$ cat config.mk
export PLATFORM = sky130hd
export DESIGN_NAME = video_sync_gen
export DESIGN_NICKNAME = d
export VERILOG_FILES = /design/src/rtl/video_sync_gen.sv
export SDC_FILE = /design/constraint.sdc
export NUM_CORES = 1
export LEC_CHECK = 0
export CORE_ASPECT_RATIO = 2
export CORE_MARGIN = 5
export CORE_UTILIZATION = 35
export DETAILED_ROUTE_END_ITERATION = 6
export PLACE_DENSITY = 0.63
export SYNTH_ARGS = -nofsm -noshare
export SYNTH_HDL_FRONTEND = slang
export SYNTH_SLANG_ARGS = --single-unit
$ cat constraint.sdc
create_clock -name i_Clk -period 2.3 [get_ports i_Clk]
set_clock_uncertainty 0.1 [all_clocks]
set_input_delay 0.345 -clock i_Clk [delete_from_list [all_inputs] [get_ports i_Clk]]
set_output_delay 0.345 -clock i_Clk [all_outputs]
set_load 0.01 [all_outputs]
$ cat src/rtl/video_sync_gen.sv
// rtl/video_sync_gen.sv - raster timing generator: pixel/line counters with registered sync, active and frame-start flags
module video_sync_gen #(
    parameter int H_ACTIVE = 640,
    parameter int H_FP     = 16,
    parameter int H_SYNC   = 96,
    parameter int H_BP     = 48,
    parameter int V_ACTIVE = 480,
    parameter int V_FP     = 10,
    parameter int V_SYNC   = 2,
    parameter int V_BP     = 33,
    parameter int SYNC_POL = 1
) (
    input  logic        i_Clk,
    input  logic        i_Rst_n,
    input  logic        i_Enable,
    output logic        o_HSync,
    output logic        o_VSync,
    output logic        o_Active,
    output logic [10:0] o_Col_Count,
    output logic [10:0] o_Row_Count,
    output logic        o_Frame_Start
);

    localparam int H_TOTAL = H_ACTIVE + H_FP + H_SYNC + H_BP;
    localparam int V_TOTAL = V_ACTIVE + V_FP + V_SYNC + V_BP;

    // Last legal counter values; totals never exceed 2048 so these fit in 11 bits.
    localparam logic [10:0] H_LAST = 11'(H_TOTAL - 1);
    localparam logic [10:0] V_LAST = 11'(V_TOTAL - 1);

    // Region boundaries kept at 12 bits so a boundary equal to 2048 still compares correctly.
    localparam logic [11:0] H_ACT_END  = 12'(H_ACTIVE);
    localparam logic [11:0] H_SYNC_BEG = 12'(H_ACTIVE + H_FP);
    localparam logic [11:0] H_SYNC_END = 12'(H_ACTIVE + H_FP + H_SYNC);
    localparam logic [11:0] V_ACT_END  = 12'(V_ACTIVE);
    localparam logic [11:0] V_SYNC_BEG = 12'(V_ACTIVE + V_FP);
    localparam logic [11:0] V_SYNC_END = 12'(V_ACTIVE + V_FP + V_SYNC);

    localparam logic SYNC_ON  = (SYNC_POL != 0);
    localparam logic SYNC_OFF = ~SYNC_ON;

    // HOLD: counters parked at the origin; RUN: counters advance every cycle.
    typedef enum logic {
        ST_HOLD = 1'b0,
        ST_RUN  = 1'b1
    } state_t;

    state_t      state_q, state_d;
    logic [10:0] col_q, col_d;
    logic [10:0] row_q, row_d;
    logic        hsync_q, hsync_d;
    logic        vsync_q, vsync_d;
    logic        active_q, active_d;
    logic        frame_start_q, frame_start_d;

    logic [11:0] col_ext;
    logic [11:0] row_ext;

    // Next position plus flags decoded from that same next position, so every
    // registered output describes the position shown on the counters.
    always_comb begin
        state_d = state_q;
        col_d   = col_q;
        row_d   = row_q;

        if (!i_Enable) begin
            state_d = ST_HOLD;
            col_d   = 11'd0;
            row_d   = 11'd0;
        end else if (state_q == ST_HOLD) begin
            // Restart always begins a fresh frame at the origin.
            state_d = ST_RUN;
            col_d   = 11'd0;
            row_d   = 11'd0;
        end else if (col_q == H_LAST) begin
            col_d = 11'd0;
            row_d = (row_q == V_LAST) ? 11'd0 : row_q + 11'd1;
        end else begin
            col_d = col_q + 11'd1;
        end

        col_ext = {1'b0, col_d};
        row_ext = {1'b0, row_d};

        active_d      = i_Enable && (col_ext < H_ACT_END) && (row_ext < V_ACT_END);
        frame_start_d = i_Enable && (col_d == 11'd0) && (row_d == 11'd0);
        hsync_d       = (i_Enable && (col_ext >= H_SYNC_BEG) && (col_ext < H_SYNC_END))
                        ? SYNC_ON : SYNC_OFF;
        vsync_d       = (i_Enable && (row_ext >= V_SYNC_BEG) && (row_ext < V_SYNC_END))
                        ? SYNC_ON : SYNC_OFF;
    end

    // State, counters and output flags; reset parks everything with syncs deasserted.
    always_ff @(posedge i_Clk or negedge i_Rst_n) begin
        if (!i_Rst_n) begin
            state_q       <= ST_HOLD;
            col_q         <= 11'd0;
            row_q         <= 11'd0;
            hsync_q       <= SYNC_OFF;
            vsync_q       <= SYNC_OFF;
            active_q      <= 1'b0;
            frame_start_q <= 1'b0;
        end else begin
            state_q       <= state_d;
            col_q         <= col_d;
            row_q         <= row_d;
            hsync_q       <= hsync_d;
            vsync_q       <= vsync_d;
            active_q      <= active_d;
            frame_start_q <= frame_start_d;
        end
    end

    assign o_HSync       = hsync_q;
    assign o_VSync       = vsync_q;
    assign o_Active      = active_q;
    assign o_Col_Count   = col_q;
    assign o_Row_Count   = row_q;
    assign o_Frame_Start = frame_start_q;

endmodule

; ---- Word level (Yosys, flattened, before mapping)
; Cells that the tools add are included.
[op_classes]
add_sub_neg = 2
magnitude_cmp = 6
eq_ne = 2
n_mux = 10
reduce_logical = 10
[op_table]
columns = op, count
row1 = 11-bit two-way mux, 7
row2 = 11-bit by 1-bit adder with 11-bit output (second input constant), 2
row3 = 11-bit by 10-bit == test with 1-bit output (second input constant), 2
row4 = 11-bit zero test, 2
row5 = 11-bit by 10-bit < comparator with 1-bit output (second input constant), 2
row6 = 11-bit by 9-bit < comparator with 1-bit output (second input constant), 2
row7 = 11-bit by 10-bit >= comparator with 1-bit output (second input constant), 1
row8 = 11-bit by 9-bit >= comparator with 1-bit output (second input constant), 1
row9 = 1-bit logical AND, 8
row10 = 1-bit two-way mux, 3
[totals]
reg_bits = 27
out_inout_bits = 26

; ---- Longest topological paths before layout
; Gate-level depths: netlist of the first run.
[depth]
ltp_word = 9
ltp_mapped = 9
ltp_nobuf = 8

; ---- Worst setup path before layout of the first run
; Ideal clock, no wire load.
[synth_timing]
kind = flip-flop to flip-flop
start = register col_q[0] (netlist: o_Col_Count[0])
end = register hsync_q (netlist: o_HSync)
setup_ns = 0.065
t_arrival_ns = 2.191
setup_slack_ns = -0.056
stages_incl_launch_ff = 9
path_buffers = 1
cell_sequence = dfrtp_1 > ha_1 > and4_1 > buf_2 > nand3_2 > nand2_1 > or4_1 > nor3_1 > o211a_1
[synth_via]
elab_chain_len = 8
elab_cells_between_ends = 10
classes_between = 1 x add/sub / 2 x order compare / 1 x eq/ne / 4 x mux / 2 x reduce/logical
[synth_lines]
columns = element, line_no
row1 = from (decl), 49  ; logic [10:0] col_q, col_d;
row2 = from (signal assigned), 105  ; col_q <= col_d;
row3 = 11-bit by 1-bit adder with 11-bit output / 11-bit by 10-bit == test with 1-bit output (equally long branches), "79, 75"
row4 = 11-bit two-way mux *, 75  ; end else if (col_q == H_LAST) begin
row5 = 11-bit two-way mux *, 70  ; end else if (state_q == ST_HOLD) begin
row6 = 11-bit two-way mux *, 66  ; if (!i_Enable) begin
row7 = 11-bit by 10-bit >= comparator with 1-bit output, 87  ; hsync_d = (i_Enable && (col_ext >= H_SYNC_BEG) && (col_ext < H_SYNC_END))
row8 = 1-bit logical AND, 87
row9 = 1-bit logical AND *, 87
row10 = 1-bit two-way mux *, 88  ; ? SYNC_ON : SYNC_OFF;
row11 = via hsync_d, 51  ; logic hsync_q, hsync_d;
row12 = to (signal assigned), 107  ; hsync_q <= hsync_d;
row13 = to (decl), 51
; Mark *: on every way through the listed nets, which the timed path passes. The rest lies on a longest branch.

; ---- Worst setup path in the final report of the first run
[layout_timing]
start = register col_q[10] (netlist: o_Col_Count[10])
end = register vsync_q (netlist: o_VSync)
[layout_via]
elab_chain_len = 8
elab_cells_between_ends = 9
classes_between = 2 x order compare / 1 x eq/ne / 4 x mux / 2 x reduce/logical
[layout_lines]
columns = element, line_no
row1 = 11-bit by 10-bit == test with 1-bit output *, 75
row2 = 11-bit two-way mux *, 75
row3 = 11-bit two-way mux *, 70
row4 = 11-bit two-way mux *, 66
row5 = 11-bit by 9-bit >= comparator with 1-bit output, 89  ; vsync_d = (i_Enable && (row_ext >= V_SYNC_BEG) && (row_ext < V_SYNC_END))
row6 = 1-bit logical AND, 89
row7 = 1-bit logical AND *, 89
row8 = 1-bit two-way mux *, 90  ; ? SYNC_ON : SYNC_OFF;
row9 = via vsync_d, 52  ; logic vsync_q, vsync_d;
row10 = to (signal assigned), 108  ; vsync_q <= vsync_d;
row11 = to (decl), 52
; Marks and branches as above.

==> results.txt, run 1 <==
----------------------------------------------------
[Worst setup path]
  Terminus of the critical flop-to-flop path ... o_VSync$_DFF_PN0_
  Arrival time worst endpoint ... 2440 ps
  Startpoint-to-endpoint class of the critical path ... reg2reg
  Req. time, crit path ... 2390 ps
  Worst reg2reg path depth ... 8
  Reg-to-reg critical path startpoint ... o_Col_Count[10]$_DFF_PN0_
  Worst setup path endpoint ... o_VSync$_DFF_PN0_
  Top fanout value on the critical path ... 4
  R2r setup slk ... -50 ps
  Launch point of the critical path ... o_Col_Count[10]$_DFF_PN0_
  Kind of start point of the critical path ... register
  CP Capture Type ... register

[Final layout]
  FF+latch area ... 678.2 um2
  Synth-to-layout area growth ... 46.05%
  Net count reported at finish ... 268
  Number of standard cells in the layout, taps in and fillers out ... 318
  Number of diodes ... 0
  Commonest non-fill, non-tap cells in the layout ... sky130_fd_sc_hd__buf_4 (50), sky130_fd_sc_hd__nor2_1 (29), sky130_fd_sc_hd__clkdlybuf4s50_1 (28)
  Layout cell share with drive strength beyond 1 ... 0.2989
  Most common library cell in the layout ignoring fill and taps ... sky130_fd_sc_hd__buf_4
  Number of fill cells ... 458
  Combined area of the multi-input logic cells ... 1028 um2

[STA]
  Setup repair after global routing missed its margin ... yes
  Worst setup slack after layout ... -45.65 ps
  Worst-Margin Slew ... 376.9 ps
  Setup total negative slack ... -70.39 ps
  Ratio of final minimum period to clock period ... 1.020
  Final-report max-slew violation count ... 0
  Remaining max-slew budget at the tightest pin ... 0.7478
  Final critical-path required period ... 2346 ps
  Final hold viol count ... 0
  Peak Freq ... 426.3 MHz
  Count of endpoints failing setup in the final report ... 2

[Place]
  Placer congestion estimate ... 0.8969
  I/O Buffers ... 28
  Worst-case setup slack after placement ... -89.03 ps
  Hpwl dp ... 4328 um
  Cells after DPL ... 313

[Run]
  Count of maximum capacitance violations ... 0

[Floorplan]
  Total core area ... 4820 um2
  Die area ... 6519 um2
  Starting utilization of the core area ... 0.3580
  Chip width ... 59.65 um
  Count of standard-cell rows ... 36
  Boundary Pins ... 29
  Die extent in y ... 109.3 um

[Power]
  Switching part of the total power ... 0.2369
  P_int ... 629.2 uW
  Logic pwr share ... 0.072
  Leakage power figure ... 1.072 nW
  Clock network fraction of total power ... 0.343
  Worst voltage drop across the vdd grid ... 426.2 uV
  Share of power burned in registers ... 0.585
  Net switching component of the power ... 195.4 uW
  Total power divided by cell area ... 327.2 nW/um2

[Yosys]
  Avg Inst Size Synth ... 9.276 um2
  Post-Synthesis Cell Area ... 1725 um2
  Synthesized netlist cell count ... 186
  Post-synth EDFFs ... 0
  Number of warnings printed during yosys synthesis ... 0
  Number of unique standard cell types used by synthesis ... 51
  Total nets after synthesis ... 192
  Commonest register cell after synthesis ... sky130_fd_sc_hd__dfrtp_1
  Number of synthesized register bits ... 27
  Sequential area share after synthesis ... 0.3916
  Share of async-settable or async-resettable flops after synthesis ... 1.000

[Run status]
  Violations in the final reports ... negative setup slack
  Result of the run ... finished, violations left

[Routing]
  Count of antenna-violating nets left after detailed routing ... 0
  Post-route DRC ... 0
  Initial DRT Pass Iterations ... 4
  Average wire per standard cell ... 16.79 um
  Vias after detailed routing ... 1730
  Routed Wire Length ... 5339 um
  Via density per instance ... 5.440
  Violation count after the first detailed-route iteration ... 30

[Clock tree]
  Clock Path Buffers ... 2
  Insertion delay to the later sink of the worst-skew pair ... 280 ps
  CTS tree ... done
  Clock buffer count from CTS ... 3
  CTS H-tree lvls ... 1
  Clk Tree Root Cell ... sky130_fd_sc_hd__clkbuf_8
  Clock-pin slew of the registers on the worst-case setup and hold paths ... 100 ps
  Number of buffers inserted for hold repair after clock tree synthesis ... 0
  Clock Sinks ... 27

[GRT]
  Antenna violations before repair ... 0
  Overall Global Routing Usage ... 0.1753
  Final global-route overflow total ... 0
  First-pass GRT wire length ... 8535 um
  Vias in the first global route ... 1824
  Maximum number of pins on one net before global-route repair ... 28

[Min path]
  Tightest Hold Check Type ... in2async

----------------------------------------------------
==> state kept, by name, indices dropped and copies added (netlist names) <==
| register | flops |
|---|---|
| o_Col_Count | 11 |
| o_Frame_Start | 1 |
| state_q | 1 |
| o_Active | 1 |
| o_VSync | 1 |
| o_Row_Count | 11 |
| o_HSync | 1 |
==> cell usage after synthesis, types with 2 or more instances <==
library cell	n	share of area
sky130_fd_sc_hd__nand2_1	13	0.028
sky130_fd_sc_hd__nand3_1	10	0.029
sky130_fd_sc_hd__a21oi_1	4	0.012
sky130_fd_sc_hd__or3_1	2	0.0073
sky130_fd_sc_hd__dfrtp_1	27	0.39
sky130_fd_sc_hd__nor3_1	7	0.020
sky130_fd_sc_hd__and2_1	2	0.0073
sky130_fd_sc_hd__a41oi_1	2	0.010
sky130_fd_sc_hd__buf_4	3	0.013
sky130_fd_sc_hd__nor2b_1	3	0.011
sky130_fd_sc_hd__ha_1	3	0.022
sky130_fd_sc_hd__nor2_1	30	0.065
sky130_fd_sc_hd__o21ai_0	2	0.0058
sky130_fd_sc_hd__xor2_1	7	0.036
sky130_fd_sc_hd__xnor2_1	11	0.056
sky130_fd_sc_hd__nor4bb_1	2	0.012
sky130_fd_sc_hd__nor4_4	2	0.025
sky130_fd_sc_hd__and4_1	3	0.015
sky130_fd_sc_hd__o211a_1	2	0.012
sky130_fd_sc_hd__a311oi_1	4	0.020
sky130_fd_sc_hd__nor4_1	3	0.011
sky130_fd_sc_hd__buf_6	2	0.013
sky130_fd_sc_hd__and3_1	3	0.011
sky130_fd_sc_hd__nand4_1	6	0.022
sky130_fd_sc_hd__inv_1	7	0.015
==> how the worst min path moves through the flow <==
| stage | endpoint | slack, ps | cells after the start |
|---|---|---|---|
| 6_report | o_HSync$_DFF_PN0_ | 330 | 2 |
| 5_1_grt | o_HSync$_DFF_PN0_ | 370 | 2 |
| 3_5_place_dp | o_Col_Count[0]$_DFF_PN0_ | 520 | 2 |
| 3_3_place_gp | o_Col_Count[0]$_DFF_PN0_ | 510 | 2 |
| 4_1_cts | o_HSync$_DFF_PN0_ | 350 | 2 |
| 2_1_floorplan | o_Active$_DFF_PN0_ | -50 | 0 |
==> per-stage QoR <==
step             util  cell area (um2)  power, mW  hold slack (ps)
4_1_cts        0.5192             2502     0.8341            348.2
2_1_floorplan       -             1740     0.5125           -50.59
6_report       0.5228             2520     0.8246            331.4
5_1_grt        0.5228             2520     0.8592            372.0
3_3_place_gp   0.4997             2409     0.5522            514.2
3_5_place_dp   0.4997             2409     0.5526            517.0
==> what timing repair did <==
action / CTS / global route
pin swaps: 9 / 3
endpoints found under the setup margin: 3 / 3
setup buffers: 2 / 1
gates resized for setup: 6 / 4
==> cell families (layout without fill, tap and decap cells) <==
logic type,count (synthesis),after routing,share of synthesized area
flip-flops,27,27,0.3916
buffers and inverters,15,90,0.04930
AO/OA/AOI/OAI,22,22,0.09500
AND/OR/NAND/NOR,100,100,0.3452
multiplexers,1,1,0.005802
adder cells (fa/ha/maj),3,3,0.02176
XOR/XNOR,18,18,0.09137
==> power groups by stage <==
stage	sequential, mW	clock [mW]	combinational [mW]
2_1_floorplan	0.494	0	0.0180
6_report	0.483	0.283	0.0592
3_3_place_gp	0.493	0	0.0597
5_1_grt	0.484	0.310	0.0661
3_5_place_dp	0.492	0	0.0603
4_1_cts	0.483	0.290	0.0611
==> per-layer routing <==
metal | GRT usage | vias to the layer above | part of all wire | routed length (um)
li1 | - | 821 | - | -
met1 | 0.1619 | 833 | 0.33 | 1745
met2 | 0.3243 | 48 | 0.57 | 3039
met3 | 0.01998 | 28 | 0.027 | 146
met4 | 0.1395 | 0 | 0.076 | 407
met5 | 0 | - | 0 | 0
==> critical path, stage by stage (launching register included) <==
cell and delay [ps]:
sky130_fd_sc_hd__dfrtp_2 430, sky130_fd_sc_hd__buf_6 120, sky130_fd_sc_hd__nor4_4 250, sky130_fd_sc_hd__buf_4 180, sky130_fd_sc_hd__nand4_1 110, sky130_fd_sc_hd__or4b_1 560
sky130_fd_sc_hd__o21ai_2 170, sky130_fd_sc_hd__a311oi_2 70, sky130_fd_sc_hd__nor4bb_1 260
==> cell type report <==
class / instances / area share
Multi-Input combinational cell: 144 / 0.4081
Sequential cell: 27 / 0.2691
Timing Repair Buffer: 79 / 0.2646
Tap cell: 57 / 0.02830
Clock buffer: 3 / 0.01639
Inverter: 7 / 0.01043
Clock inverter: 1 / 0.002979
Power figures use the tool's default switching activity.
==> inputs of run 2 (changes only) <==
--- a/config.mk
+++ b/config.mk
@@ -9,7 +9,7 @@
 export CORE_MARGIN = 5
 export CORE_UTILIZATION = 35
 export DETAILED_ROUTE_END_ITERATION = 6
-export PLACE_DENSITY = 0.63
+export PLACE_DENSITY = 0.57
 export SYNTH_ARGS = -nofsm -noshare
 export SYNTH_HDL_FRONTEND = slang
 export SYNTH_SLANG_ARGS = --single-unit
==> constraint.sdc (replaced) <==
create_clock -name i_Clk -period 2.3 [get_ports i_Clk]
set_clock_uncertainty 0.1 [all_clocks]
set_input_delay 0.345 -clock i_Clk [delete_from_list [all_inputs] [get_ports i_Clk]]
set_output_delay 0.345 -clock i_Clk [all_outputs]
set_load 0.05 [all_outputs]
==> run 2 against run 1 <==
Against the previous run:
- the flow still finishes with violations (negative setup slack)
- combinational power rose by 19%
- critical path depth fell by 1
- die area did not move
- maximum frequency fell by 2.2%
- sequential cell count did not move
- sequential share of layout area rose by 0.28 points
- count of clock-buffer cells in the layout rose by 1
- via count fell by 1.3%
- critical path type unchanged
==> results.txt, run 2 (synthesis results as in run 1) <==
----------------------------------------------------
[Run status]
  Result of the run ... finished, violations left
  Violations in the final reports ... negative setup slack

[STA]
  Final-report max-slew violation count ... 0 (unchanged)
  WHS ... 344.7 ps (+13.30 ps)
  Final critical-path required period ... 2399 ps (+52.97 ps)
  Ratio of final minimum period to clock period ... 1.043 (+0.02303)
  Setup repair after global routing missed its margin ... yes
  Count of endpoints failing setup in the final report ... 2 (unchanged)
  Setup total negative slack ... -139.3 ps (-68.91 ps)
  Worst setup slack after layout ... -98.62 ps (-52.97 ps)
  Final hold viol count ... 0 (unchanged)
  Remaining max-slew budget at the tightest pin ... 0.6619 (-0.08590)
  Worst-Margin Slew ... 505.6 ps (+128.7 ps)
  Peak Freq ... 416.9 MHz (-2.2%)

[Worst setup path]
  Top fanout value on the critical path ... 4 (unchanged)
  CP Capture Type ... register
  Worst setup path endpoint ... o_VSync$_DFF_PN0_
  Req. time, crit path ... 2370 ps (-20 ps)
  Startpoint-to-endpoint class of the critical path ... reg2reg
  Arrival time worst endpoint ... 2470 ps (+30 ps)
  Launch point of the critical path ... o_Col_Count[5]$_DFF_PN0_
  Terminus of the critical flop-to-flop path ... o_VSync$_DFF_PN0_
  R2r setup slk ... -100 ps (-50 ps)
  Kind of start point of the critical path ... register
  Reg-to-reg critical path startpoint ... o_Col_Count[5]$_DFF_PN0_
  Worst reg2reg path depth ... 7 (-1)

[Place]
  Worst-case setup slack after placement ... -171.6 ps (-82.55 ps)
  Placed instance area ... 2380 um2 (-1.2%)
  Hpwl dp ... 4513 um (+4.3%)
  Cells after DPL ... 307 (-1.9%)
  Placer congestion estimate ... 0.9008 (+0.43%)
  I/O Buffers ... 28 (unchanged)

[Floorplan]
  Count of standard-cell rows ... 36 (unchanged)
  Boundary Pins ... 29 (unchanged)
  Die extent in y ... 109.3 um (unchanged)
  Total core area ... 4820 um2 (unchanged)
  Starting utilization of the core area ... 0.3580 (unchanged)
  Die area ... 6519 um2 (unchanged)
  Chip width ... 59.65 um (unchanged)

[Clock tree]
  Clock-pin slew of the registers on the worst-case setup and hold paths ... 90 ps (about the same)
  Clock Sinks ... 27 (unchanged)
  CTS tree ... done
  Clock buffer count from CTS ... 3 (unchanged)
  Clock Path Buffers ... 2 (unchanged)
  Clk Tree Root Cell ... sky130_fd_sc_hd__clkbuf_8
  Number of buffers inserted for hold repair after clock tree synthesis ... 0 (unchanged)
  CTS H-tree lvls ... 1 (unchanged)
  Insertion delay to the later sink of the worst-skew pair ... 270 ps (about the same)

[Routing]
  Initial DRT Pass Iterations ... 4 (unchanged)
  Violation count after the first detailed-route iteration ... 79 (+160%)
  Post-route DRC ... 0 (unchanged)
  Via density per instance ... 5.474 (+0.63%)
  Count of antenna-violating nets left after detailed routing ... 0 (unchanged)
  Vias after detailed routing ... 1708 (-1.3%)
  Average wire per standard cell ... 18.37 um (+9.4%)
  Routed Wire Length ... 5730 um (+7.3%)

[Final layout]
  Layout cell share with drive strength beyond 1 ... 0.3059 (+0.007032)
  Number of fill cells ... 435 (-5.0%)
  Synth-to-layout area growth ... 45.32%
  Number of standard cells in the layout, taps in and fillers out ... 312 (-1.9%)
  Net count reported at finish ... 262 (-2.2%)
  Number of diodes ... 0 (unchanged)
  Most common library cell in the layout ignoring fill and taps ... sky130_fd_sc_hd__buf_4
  Commonest non-fill, non-tap cells in the layout ... sky130_fd_sc_hd__buf_4 (44), sky130_fd_sc_hd__nor2_1 (30), sky130_fd_sc_hd__clkdlybuf4s50_1 (28)
  Layout Cell Area excl Fill ... 2507 um2 (-0.50%)

[Power]
  Net switching component of the power ... 188.6 uW (-3.5%)
  Clock network fraction of total power ... 0.322 (-0.021)
  Switching part of the total power ... 0.2309 (-0.006057)
  Worst voltage drop across the vdd grid ... 347.7 uV (-18%)
  Leakage power figure ... 1.067 nW (-0.41%)
  Share of power burned in registers ... 0.591 (+0.006)
  P_int ... 628.4 uW (-0.14%)
  Logic pwr share ... 0.086 (+0.014)
  Total power divided by cell area ... 325.8 nW/um2 (-0.43%)

[GRT]
  Overall Global Routing Usage ... 0.1869 (+0.01159)
  First-pass GRT wire length ... 8907 um (+4.4%)
  Antenna violations before repair ... 0 (unchanged)
  Maximum number of pins on one net before global-route repair ... 28 (unchanged)
  Vias in the first global route ... 1779 (-2.5%)
  Final global-route overflow total ... 0 (unchanged)

[Run]
  Count of maximum capacitance violations ... 0 (unchanged)

[Min path]
  Tightest Hold Check Type ... in2async

----------------------------------------------------
run 2: cell count changes in the layout (fill, tap and decap cells not counted), moves of 2 or more:
cell,before,now
sky130_fd_sc_hd__a311oi_2,3,1
sky130_fd_sc_hd__buf_4,50,44
sky130_fd_sc_hd__a311oi_1,1,3
sky130_fd_sc_hd__xnor2_1,11,9
sky130_fd_sc_hd__dfrtp_1,25,22
sky130_fd_sc_hd__dfrtp_2,2,5
sky130_fd_sc_hd__xnor2_2,0,2
run 2: final cells by class:
type	instances	area (um2)	share of cell area
multi-input cells	144	1061	0.4232
repair buffers	73	621.8	0.2480
inverters	7	26.28	0.01048
clock buffers	4	45.04	0.01796
flip-flops and latches	27	681.9	0.2720
well taps	57	71.32	0.02844
run 2: worst min-delay path by stage:
stage / to / slack, ps / cells after the start
5_1_grt: o_VSync$_DFF_PN0_ / 390 / 2
6_report: o_VSync$_DFF_PN0_ / 340 / 2
2_1_floorplan: o_Active$_DFF_PN0_ / -50 / 0
4_1_cts: o_VSync$_DFF_PN0_ / 350 / 2
3_3_place_gp: o_Col_Count[0]$_DFF_PN0_ / 480 / 2
3_5_place_dp: o_Col_Count[0]$_DFF_PN0_ / 490 / 2
run 2: critical path, cell delays in order, from the launching register on:
cell and delay [ps]:
sky130_fd_sc_hd__dfrtp_2 410, sky130_fd_sc_hd__or4_4 580, sky130_fd_sc_hd__nor3_4 270, sky130_fd_sc_hd__buf_4 170, sky130_fd_sc_hd__nand4_1 110, sky130_fd_sc_hd__xor2_1 200
sky130_fd_sc_hd__nand2_1 130, sky130_fd_sc_hd__nor4bb_2 330
run 2: per-layer routing:
metal / GRT usage / share of wire / vias to the layer above
met4: 0.1204 / 0.053 / 0
met5: 0 / 0 / -
met3: 0.01880 / 0.032 / 19
met1: 0.1789 / 0.33 / 822
met2: 0.3545 / 0.59 / 60
li1: - / - / 807
run 2: per-stage QoR:
| step | util | total power [mW] |
|---|---|---|
| 6_report | 0.5202 | 0.8170 |
| 5_1_grt | 0.5202 | 0.8531 |
| 4_1_cts | 0.5138 | 0.8354 |
| 3_5_place_dp | 0.4938 | 0.5630 |
| 3_3_place_gp | 0.4938 | 0.5631 |
| 2_1_floorplan | - | 0.5245 |
run 2: repair_timing:
action,CTS,global route
resized for setup,6,6
pin swaps,6,1
setup buffers,1,0
setup endpoints to repair,2,4
run 2: power by group through the flow:
| stage | combinational (mW) | clock [mW] | sequential [mW] |
|---|---|---|---|
| finish | 0.0706 | 0.263 | 0.483 |
| global route | 0.0770 | 0.292 | 0.484 |
| CTS | 0.0713 | 0.281 | 0.483 |
| detailed placement | 0.0705 | 0 | 0.493 |
| global placement | 0.0706 | 0 | 0.492 |
| floorplan | 0.0183 | 0 | 0.506 |
==> inputs of run 3 (changes only) <==
--- a/config.mk
+++ b/config.mk
@@ -9,6 +9,7 @@
 export CORE_MARGIN = 5
 export CORE_UTILIZATION = 35
 export DETAILED_ROUTE_END_ITERATION = 6
+export GPL_ROUTABILITY_DRIVEN = 1
 export PLACE_DENSITY = 0.57
 export SYNTH_ARGS = -nofsm -noshare
 export SYNTH_HDL_FRONTEND = slang
==> results of run 3 <==
Same layout as run 2: the final DEF is identical, and so are final timing and power.
